<file path="src/rtl/seg_pkg.sv">
// Shared constants for the pipeline segment registers: default bundle widths,
// control-bit positions, per-boundary kill masks and the occupancy update rule.
package seg_pkg;

    localparam int DATA_W_MWB      = 69;
    localparam int CTRL_W_MWB      = 2;

    localparam int CTRL_REG_WRITE  = 0;
    localparam int CTRL_MEM_TO_REG = 1;

    localparam logic [CTRL_W_MWB-1:0] KILL_MWB = 2'b01;
    localparam logic [CTRL_W_MWB-1:0] KILL_EXM = 2'b11;

    localparam int OCC_W      = 3;
    localparam int STAGES_MAX = 4;

    // One entry in and one out on the same edge leaves the count unchanged.
    function automatic logic [OCC_W-1:0] occ_step(input logic [OCC_W-1:0] occ,
                                                   input logic            enter,
                                                   input logic            leave);
        logic [OCC_W-1:0] nxt;
        nxt = occ;
        case ({enter, leave})
            2'b10:   nxt = occ + 3'd1;
            2'b01:   nxt = occ - 3'd1;
            default: nxt = occ;
        endcase
        return nxt;
    endfunction

endpackage

</file>
<file path="src/rtl/seg_pipe_cell.sv">
// One pipeline slot: valid bit, control bundle and data bundle with
// flush > stall > load priority.
module seg_pipe_cell
    import seg_pkg::*;
#(
    parameter int                DATA_W         = 96,
    parameter int                CTRL_W         = 2,
    parameter logic [CTRL_W-1:0] KILL_MASK      = {CTRL_W{1'b1}},
    parameter bit                FLUSH_CLR_DATA = 1'b0
) (
    input  logic              i_clk,
    input  logic              i_reset,
    input  logic              i_flush,
    input  logic              i_stall,
    input  logic              i_valid,
    input  logic [CTRL_W-1:0] i_ctrl,
    input  logic [DATA_W-1:0] i_data,
    output logic              o_valid,
    output logic [CTRL_W-1:0] o_ctrl,
    output logic [DATA_W-1:0] o_data
);

    always_ff @(posedge i_clk or posedge i_reset) begin
        if (i_reset) begin
            o_valid <= 1'b0;
            o_ctrl  <= '0;
            o_data  <= '0;
        end else if (i_flush) begin
            // Non-kill control bits survive a flush so side-band state is not lost.
            o_valid <= 1'b0;
            o_ctrl  <= o_ctrl & ~KILL_MASK;
            if (FLUSH_CLR_DATA)
                o_data <= '0;
        end else if (!i_stall) begin
            o_valid <= i_valid;
            o_ctrl  <= i_ctrl;
            o_data  <= i_data;
        end
    end

endmodule

</file>
<file path="src/rtl/seg_pipe_reg.sv">
// Generic pipeline segment register: STAGES chained slots with stall, flush,
// input control gating and a registered occupancy count.
module seg_pipe_reg
    import seg_pkg::*;
#(
    parameter int                DATA_W         = 96,
    parameter int                CTRL_W         = 2,
    parameter int                STAGES         = 1,
    parameter logic [CTRL_W-1:0] KILL_MASK      = {CTRL_W{1'b1}},
    parameter bit                FLUSH_CLR_DATA = 1'b0
) (
    input  logic              i_clk,
    input  logic              i_reset,
    input  logic              i_stall,
    input  logic              i_flush,
    input  logic              i_valid,
    input  logic [CTRL_W-1:0] i_ctrl,
    input  logic [DATA_W-1:0] i_data,
    output logic              o_valid,
    output logic [CTRL_W-1:0] o_ctrl,
    output logic [DATA_W-1:0] o_data,
    output logic [OCC_W-1:0]  o_occupancy
);

    logic [STAGES:0]             chain_valid;
    logic [STAGES:0][CTRL_W-1:0] chain_ctrl;
    logic [STAGES:0][DATA_W-1:0] chain_data;
    logic [OCC_W-1:0]            occ;

    // An invalid entry must never carry an active kill-masked control bit downstream.
    assign chain_valid[0] = i_valid;
    assign chain_ctrl[0]  = i_valid ? i_ctrl : (i_ctrl & ~KILL_MASK);
    assign chain_data[0]  = i_data;

    for (genvar g = 0; g < STAGES; g++) begin : g_slot
        seg_pipe_cell #(
            .DATA_W         (DATA_W),
            .CTRL_W         (CTRL_W),
            .KILL_MASK      (KILL_MASK),
            .FLUSH_CLR_DATA (FLUSH_CLR_DATA)
        ) u_cell (
            .i_clk   (i_clk),
            .i_reset (i_reset),
            .i_flush (i_flush),
            .i_stall (i_stall),
            .i_valid (chain_valid[g]),
            .i_ctrl  (chain_ctrl[g]),
            .i_data  (chain_data[g]),
            .o_valid (chain_valid[g+1]),
            .o_ctrl  (chain_ctrl[g+1]),
            .o_data  (chain_data[g+1])
        );
    end

    always_ff @(posedge i_clk or posedge i_reset) begin
        if (i_reset)
            occ <= '0;
        else if (i_flush)
            occ <= '0;
        else if (!i_stall)
            occ <= occ_step(occ, i_valid, chain_valid[STAGES]);
    end

    assign o_valid     = chain_valid[STAGES];
    assign o_ctrl      = chain_valid[STAGES] ? chain_ctrl[STAGES]
                                             : (chain_ctrl[STAGES] & ~KILL_MASK);
    assign o_data      = chain_data[STAGES];
    assign o_occupancy = occ;

endmodule

</file>
<file path="config.mk">
export PLATFORM = sky130hd
export DESIGN_NAME = seg_pipe_reg
export DESIGN_NICKNAME = d
export VERILOG_FILES = /design/src/rtl/seg_pkg.sv /design/src/rtl/seg_pipe_cell.sv /design/src/rtl/seg_pipe_reg.sv
export SDC_FILE = /design/constraint.sdc
export NUM_CORES = 1
export LEC_CHECK = 0
export BUFFER_PORTS_ARGS = -buffer_cell sky130_fd_sc_hd__buf_2
export CAP_MARGIN = 20
export CORE_MARGIN = 5
export CORE_UTILIZATION = 35
export DETAILED_ROUTE_END_ITERATION = 10
export PLACE_DENSITY = 0.62
export SLEW_MARGIN = 20
export SYNTH_ARGS = -nofsm -noshare
export SYNTH_HDL_FRONTEND = slang
export SYNTH_SLANG_ARGS = --single-unit
export TNS_END_PERCENT = 5
</file>
<file path="constraint.sdc">
create_clock -name i_clk -period 9.3 [get_ports i_clk]
set_input_delay 2.325 -clock i_clk [delete_from_list [all_inputs] [get_ports i_clk]]
set_output_delay 2.325 -clock i_clk [all_outputs]
set_load 0.01 [all_outputs]
</file>
==> results of run 1 <==
sequential cells by signal (all words and copies together), names as in the netlist:
register / flops
g_slot.u_cell.o_data: 96
g_slot.u_cell.o_ctrl: 2
o_occupancy: 3
g_slot.u_cell.o_valid: 1
stage by stage:
stage | util, % | setup slack (ns)
2_1_floorplan | - | 4.30
3_3_place_gp | 46.3 | 4.61
3_5_place_dp | 46.3 | 4.56
4_1_cts | 48.5 | 4.96
5_1_grt | 48.7 | 5.27
6_report | 48.7 | 5.38
synthesized netlist by cell type:
master / number / area, um^2
inv_1: 1 / 3.75
nor2_4: 1 / 11.3
o21ai_0: 2 / 10.0
and2_1: 2 / 12.5
or3_1: 1 / 6.26
mux2_1: 1 / 11.3
ha_1: 1 / 12.5
or3b_1: 1 / 8.76
buf_2: 7 / 35.0
or4b_4: 1 / 13.8
nand3b_1: 3 / 22.5
nand2_1: 2 / 7.51
dfrtp_1: 102 / 2550
or2b_2: 1 / 8.76
mux2_2: 96 / 1080
nor2_1: 2 / 7.51
a21oi_1: 4 / 20.0
a21oi_2: 1 / 8.76
mux2i_1: 1 / 10.0
buf_4: 5 / 37.5
nor2b_1: 1 / 6.26
xnor2_1: 2 / 17.5
placed cells by master, fill, tap and decap left out, drive strengths merged:
| master | netlist | final |
|---|---|---|
| clkinvlp | 0 | 2 |
| clkbuf | 0 | 10 |
| buf | 12 | 207 |
| nor2 | 3 | 3 |
| nand3b | 3 | 3 |
| clkinv | 0 | 1 |
| and2 | 2 | 2 |
| or3b | 1 | 1 |
| o21ai | 2 | 2 |
| or2b | 1 | 1 |
| inv | 1 | 1 |
| a21oi | 5 | 5 |
| bufinv | 0 | 3 |
| xnor2 | 2 | 2 |
| nand2 | 2 | 2 |
| ha | 1 | 1 |
| or4b | 1 | 1 |
| mux2i | 1 | 1 |
| dfrtp | 102 | 102 |
| mux2 | 97 | 97 |
| nor2b | 1 | 1 |
| or3 | 1 | 1 |
metal layers:
| metal | track usage (%) | up-vias | wire length, um |
|---|---|---|---|
| met5 | 0 | - | 0 |
| met1 | 16.1 | 1306 | 3560 |
| met2 | 21.6 | 132 | 4360 |
| met3 | 5.12 | 15 | 1050 |
| met4 | 6.11 | 0 | 174 |
| li1 | - | 1242 | - |
kinds of logic after synthesis:
group / after synthesis / share of synthesized area (%)
flops: 102 / 65.4
mux: 98 / 28.2
simple gates: 15 / 2.69
buf+inv: 13 / 1.95
compound gates: 7 / 0.993
xor+xnor: 2 / 0.449
fa+ha+maj: 1 / 0.320
worst paths after layout:
| path | endpoint | slack (ns) | depth (start not counted) | from |
|---|---|---|---|---|
| worst max-delay path | g_slot[0].u_cell.o_data[34] | 5.38 | 5 | i_flush |
| worst min-delay path | g_slot[0].u_cell.o_data[49] | 0.51 | 1 | g_slot[0].u_cell.o_data[49] |
| worst max register to register | o_occupancy[2] | 7.11 | 6 | g_slot[0].u_cell.o_valid |
| worst min register to register | g_slot[0].u_cell.o_data[49] | 0.51 | 1 | g_slot[0].u_cell.o_data[49] |
| max in group asynchronous | g_slot[0].u_cell.o_data[83] | 6.15 | 3 | i_reset |
| min in group asynchronous | g_slot[0].u_cell.o_data[88] | 2.00 | 2 | i_reset |
power by group:
group | switching, W | internal, W
Sequential | 0.0000306 | 0.000506
Combinational | 0.000101 | 0.000112
Clock | 0.000146 | 0.000178
Total | 0.000278 | 0.000796
layout make-up:
class                           count  area, um^2  area share (%)
Clock buffer                       10         128            2.41
Clock inverter                      6         110            2.08
Inverter                            1        6.26           0.118
Multi-Input combinational cell    123        1280            24.1
Sequential cell                   102        2550            48.1
Tap cell                          140         175            3.30
Timing Repair Buffer              207        1060            19.9
==> impl_metrics.toml, run 1 <==
[global_routing]
grt_remaining_overflow = 0
antenna_found_initial = 0
grt_start_max_net_pins = 61
grt_pass1_vias = 2964
grt_use_total_pct = 13.4
grt_pass1_wl_um = 14200

[cts]
root_buffer = "clkbuf_8"
post_cts_resized = 0
htree_levels = 3
path_clk_slew_ns = 0.09
cts_tree = "built"
cts_sinks = 102
clk_latency_ns = 0.35
hold_buffers = 0
cts_setup_buffers = 0
cts_buffers = 9
clk_path_buf_depth = 2

[timing]
finalHoldViolCount = 0
fin_crit_ns = 3.92
tns_ns = 0
setup_violations = 0
rsz0062_at_grt = "no"
fmax_mhz = 255
finClkSkew_ns = 0.000142
slew_headroom_pct = 50.6
tightest_slew_ns = 0.741
fin_hold_ws_ns = 0.508
finalMaxSlewViolations = 0
finalCritPeriodShare_pct = 42.2

[die]
pin_count = 205
die_w_um = 116
core_area_mm2 = 0.0109
die_area_mm2 = 0.0134
fp.dieH_um = 116
start_util_pct = 35.9
rows = 38

[pwr]
p_per_area_mw_per_mm2 = 202
vdd_drop_max_mv = 0.0854
total_power_w = 0.00107
power_leakage_nw = 2.59

[worst_setup_path]
cp_slowest_cell = "buf_4"
critPathTopFamily = "buffers and inverters"
arrival_ns = 4.16
cp_max_fo = 54
cp-start-kind = "input pin"
critPathMaxStageDelay_ns = 0.58
required_ns = 9.54
cp_cell_sequence = "buf_2, nor2_4, buf_12, buf_4, mux2_2"
cp_num_buf_inv = 3
endpoint_kind = "flip-flop"
crit_type = "input pin to flip-flop"

[detailed_routing]
wl_um = 9140
dr.pass1.iters = 4
drt_iter0_markers = 139
viasPerCell = 4.58
vias = 2695
drcViolationCount = 0
wire_per_inst_um = 15.5
antenna_left = 0

[placed_design]
port_buffers = 204
placedCellCount = 572
placed_area_mm2 = 0.00505
place.gp.congestion = 0.719
dpl.hpwl_um = 6900

[logic_synthesis]
yosysUniqueCellTypes = 22
syn_inst = 238
ys_ff_latch = 102
ys_seq_area_share_pct = 65.4
netlist_area_mm2 = 0.00390
syn_nets = 342
avgSynthCellArea_um2 = 16.4
yosysWarningCount = 0

[cells_and_area]
finalNonFillerCells = 589
syn2layout_area_growth_pct = 35.8
diodes = 0
layout.nets = 548
fill_cells = 1008
layout-drive-gt1-share_pct = 71.9
final_cell_area_mm2 = 0.00530

[run]
drv_cap = 0

[hold_path]
hp-class = "flip-flop to flip-flop"

[run_status]
status = "completed"
(Power assumes the default switching activity.)
==> run 2, diff against run 1 <==
--- a/config.mk
+++ b/config.mk
@@ -5,12 +5,13 @@
 export SDC_FILE = /design/constraint.sdc
 export NUM_CORES = 1
 export LEC_CHECK = 0
+export ABC_AREA = 1
 export BUFFER_PORTS_ARGS = -buffer_cell sky130_fd_sc_hd__buf_2
 export CAP_MARGIN = 20
 export CORE_MARGIN = 5
 export CORE_UTILIZATION = 35
 export DETAILED_ROUTE_END_ITERATION = 10
-export PLACE_DENSITY = 0.62
+export PLACE_DENSITY = 0.61
 export SLEW_MARGIN = 20
 export SYNTH_ARGS = -nofsm -noshare
 export SYNTH_HDL_FRONTEND = slang
==> constraint.sdc (replaced) <==
create_clock -name i_clk -period 4.09 [get_ports i_clk]
set_input_delay 1.0225 -clock i_clk [delete_from_list [all_inputs] [get_ports i_clk]]
set_output_delay 1.0225 -clock i_clk [all_outputs]
set_load 0.01 [all_outputs]
==> run 2 against run 1 <==
Against the previous run: via count is 32% higher; highest routed layer unchanged; sequential power increased by 120%; core utilization rose by 0.50 points.
==> impl_metrics.toml, run 2 <==
[logic_synthesis]
yosysUniqueCellTypes = 12
synthTopCellsByCount = "nand2_1, dfrtp_1, inv_1"
synth_top_area_share_pct = 64.4
synth_edf_count = 0
synthArstFlopShare_pct = 100
syn_nets = 566
synth.most_common_cell = "nand2_1"
synthTopCellsByArea = "dfrtp_1, nand2_1, buf_2"
yosysWarningCount = 0
syn_inst = 462
ys_seq_area_share_pct = 64.4
synth_top_cell_by_area = "dfrtp_1"
netlist_area_mm2 = 0.00397
ys_ff_latch = 102
avgSynthCellArea_um2 = 8.59
synth_ff_type = "dfrtp_1"

[timing]
fin_crit_ns = 2.13
finalCritPeriodShare_pct = 52.0
fmax_mhz = 470
finalMaxSlewViolations = 0
tightest_slew_ns = 0.980
finClkSkew_ns = 0.00547
slew_headroom_pct = 34.7
tns_ns = 0
fin_hold_ws_ns = 0.466
setup_violations = 0
rsz0062_at_grt = "no"
finalHoldViolCount = 0

[cells_and_area]
layout_commonest_cell = "nand2_1"
multi_input_area_mm2 = 0.00126
diodes = 0
layout-drive-gt1-share_pct = 34.3
fill_cells = 1065
top_register = "g_slot.u_cell.o_data"
layout_common_cells = "nand2_1, buf_2, dfrtp_1"
largest_register_ffs = 96
ff_latch_area_mm2 = 0.00255
finalNonFillerCells = 805
layout.nets = 764
syn2layout_area_growth_pct = 36.3

[worst_setup_path]
arrival_ns = 1.10
required_ns = 3.07
endpoint_kind = "primary output"
cp_max_fo = 9
cp-start-kind = "flip-flop"
crit_type = "flip-flop to primary output"

[cts]
clk_latency_ns = 0.33
path_clk_slew_ns = 0.06
post_cts_resized = 0
root_buffer = "clkbuf_16"
clk_path_buf_depth = 2
htree_levels = 3
cts_tree = "built"
hold_buffers = 0
cts_buffers = 9
cts_setup_buffers = 0
cts_sinks = 102

[global_routing]
antenna_found_initial = 0
grt_remaining_overflow = 0
grtUsageMet1_pct = 19.8
grt_pass1_wl_um = 16200
use_met3_pct = 5.28
grt_pass1_vias = 3393
grt_start_max_net_pins = 99
grt_busiest_layer = "met2"
met2_usage_pct = 22.5
grt_use_total_pct = 15.0

[detailed_routing]
wl_um = 10400
drcViolationCount = 0
wire_per_inst_um = 12.9
drt_iter0_markers = 116
vias = 3545
viasPerCell = 4.40
antenna_left = 0
dr.pass1.iters = 4

[pwr]
power_leakage_nw = 3.28
total_power_w = 0.00250
vdd_drop_max_mv = 0.229
p_per_area_mw_per_mm2 = 462

[hold_path]
hp-class = "flip-flop to flip-flop"

[placed_design]
dpl.hpwl_um = 7370
place.gp.congestion = 0.776
placedCellCount = 789
port_buffers = 204

[die]
pin_count = 205
die_area_mm2 = 0.0136
fp.dieH_um = 116
die_w_um = 116
rows = 38
core_area_mm2 = 0.0110
start_util_pct = 36.1

[run_status]
status = "completed"

[run]
drv_cap = 0
run 2: final timing paths:
| kind | startpoint | endpoint | slack (ns) | depth (start not counted) |
|---|---|---|---|---|
| setup / recovery | g_slot[0].u_cell.o_valid | o_ctrl[1] | 1.96 | 3 |
| hold / removal | g_slot[0].u_cell.o_data[17] | g_slot[0].u_cell.o_data[17] | 0.47 | 2 |
| setup reg to reg | g_slot[0].u_cell.o_valid | o_occupancy[2] | 2.67 | 11 |
| hold reg to reg | g_slot[0].u_cell.o_data[17] | g_slot[0].u_cell.o_data[17] | 0.47 | 2 |
| max in group asynchronous | i_reset | o_occupancy[0] | 2.43 | 3 |
| min in group asynchronous | i_reset | g_slot[0].u_cell.o_data[83] | 0.81 | 2 |
run 2: logic make-up after synthesis:
family                   count (synthesis)  synth area share, %
adder cells (fa/ha/maj)                  1                0.315
flip-flops                             102                 64.4
AO/OA/AOI/OAI                            4                0.599
AND/OR/NAND/NOR                        320                 30.8
buffers and inverters                   35                 3.94
run 2: cell type report:
class                      instances  area share, %
sequential                       102           47.2
multi-input combinational        325           23.3
timing repair buffer             208           19.4
clock buffer                      10           4.42
tap                              140           3.24
clock inverter                     6           1.39
inverter                          14           1.02
run 2: worst max-delay path: stages, from the launching register on:
cell and delay [ns]:
dfrtp_1 0.49, nand2_1 0.09, inv_1 0.07, buf_2 0.13
run 2: per-layer routing:
metal / part of all wire [%] / wire (um)
met1: 44 / 4550
met2: 43 / 4490
met3: 12 / 1220
met4: 1.5 / 154
met5: 0 / 0
run 2: stage by stage:
stage | cell area (um^2) | util [%] | setup slack (ns)
2_1_floorplan | 3970 | - | 0.392
3_3_place_gp | 5090 | 46.4 | 1.71
3_5_place_dp | 5090 | 46.4 | 1.66
4_1_cts | 5410 | 49.2 | 1.93
5_1_grt | 5410 | 49.2 | 1.86
6_report | 5410 | 49.2 | 1.96
run 2: report_power, final:
| part | internal [W] | total [W] | switching (W) |
|---|---|---|---|
| sequential | 0.00113 | 0.00120 | 0.0000668 |
| clock | 0.000502 | 0.000884 | 0.000382 |
| combinational | 0.000172 | 0.000416 | 0.000244 |
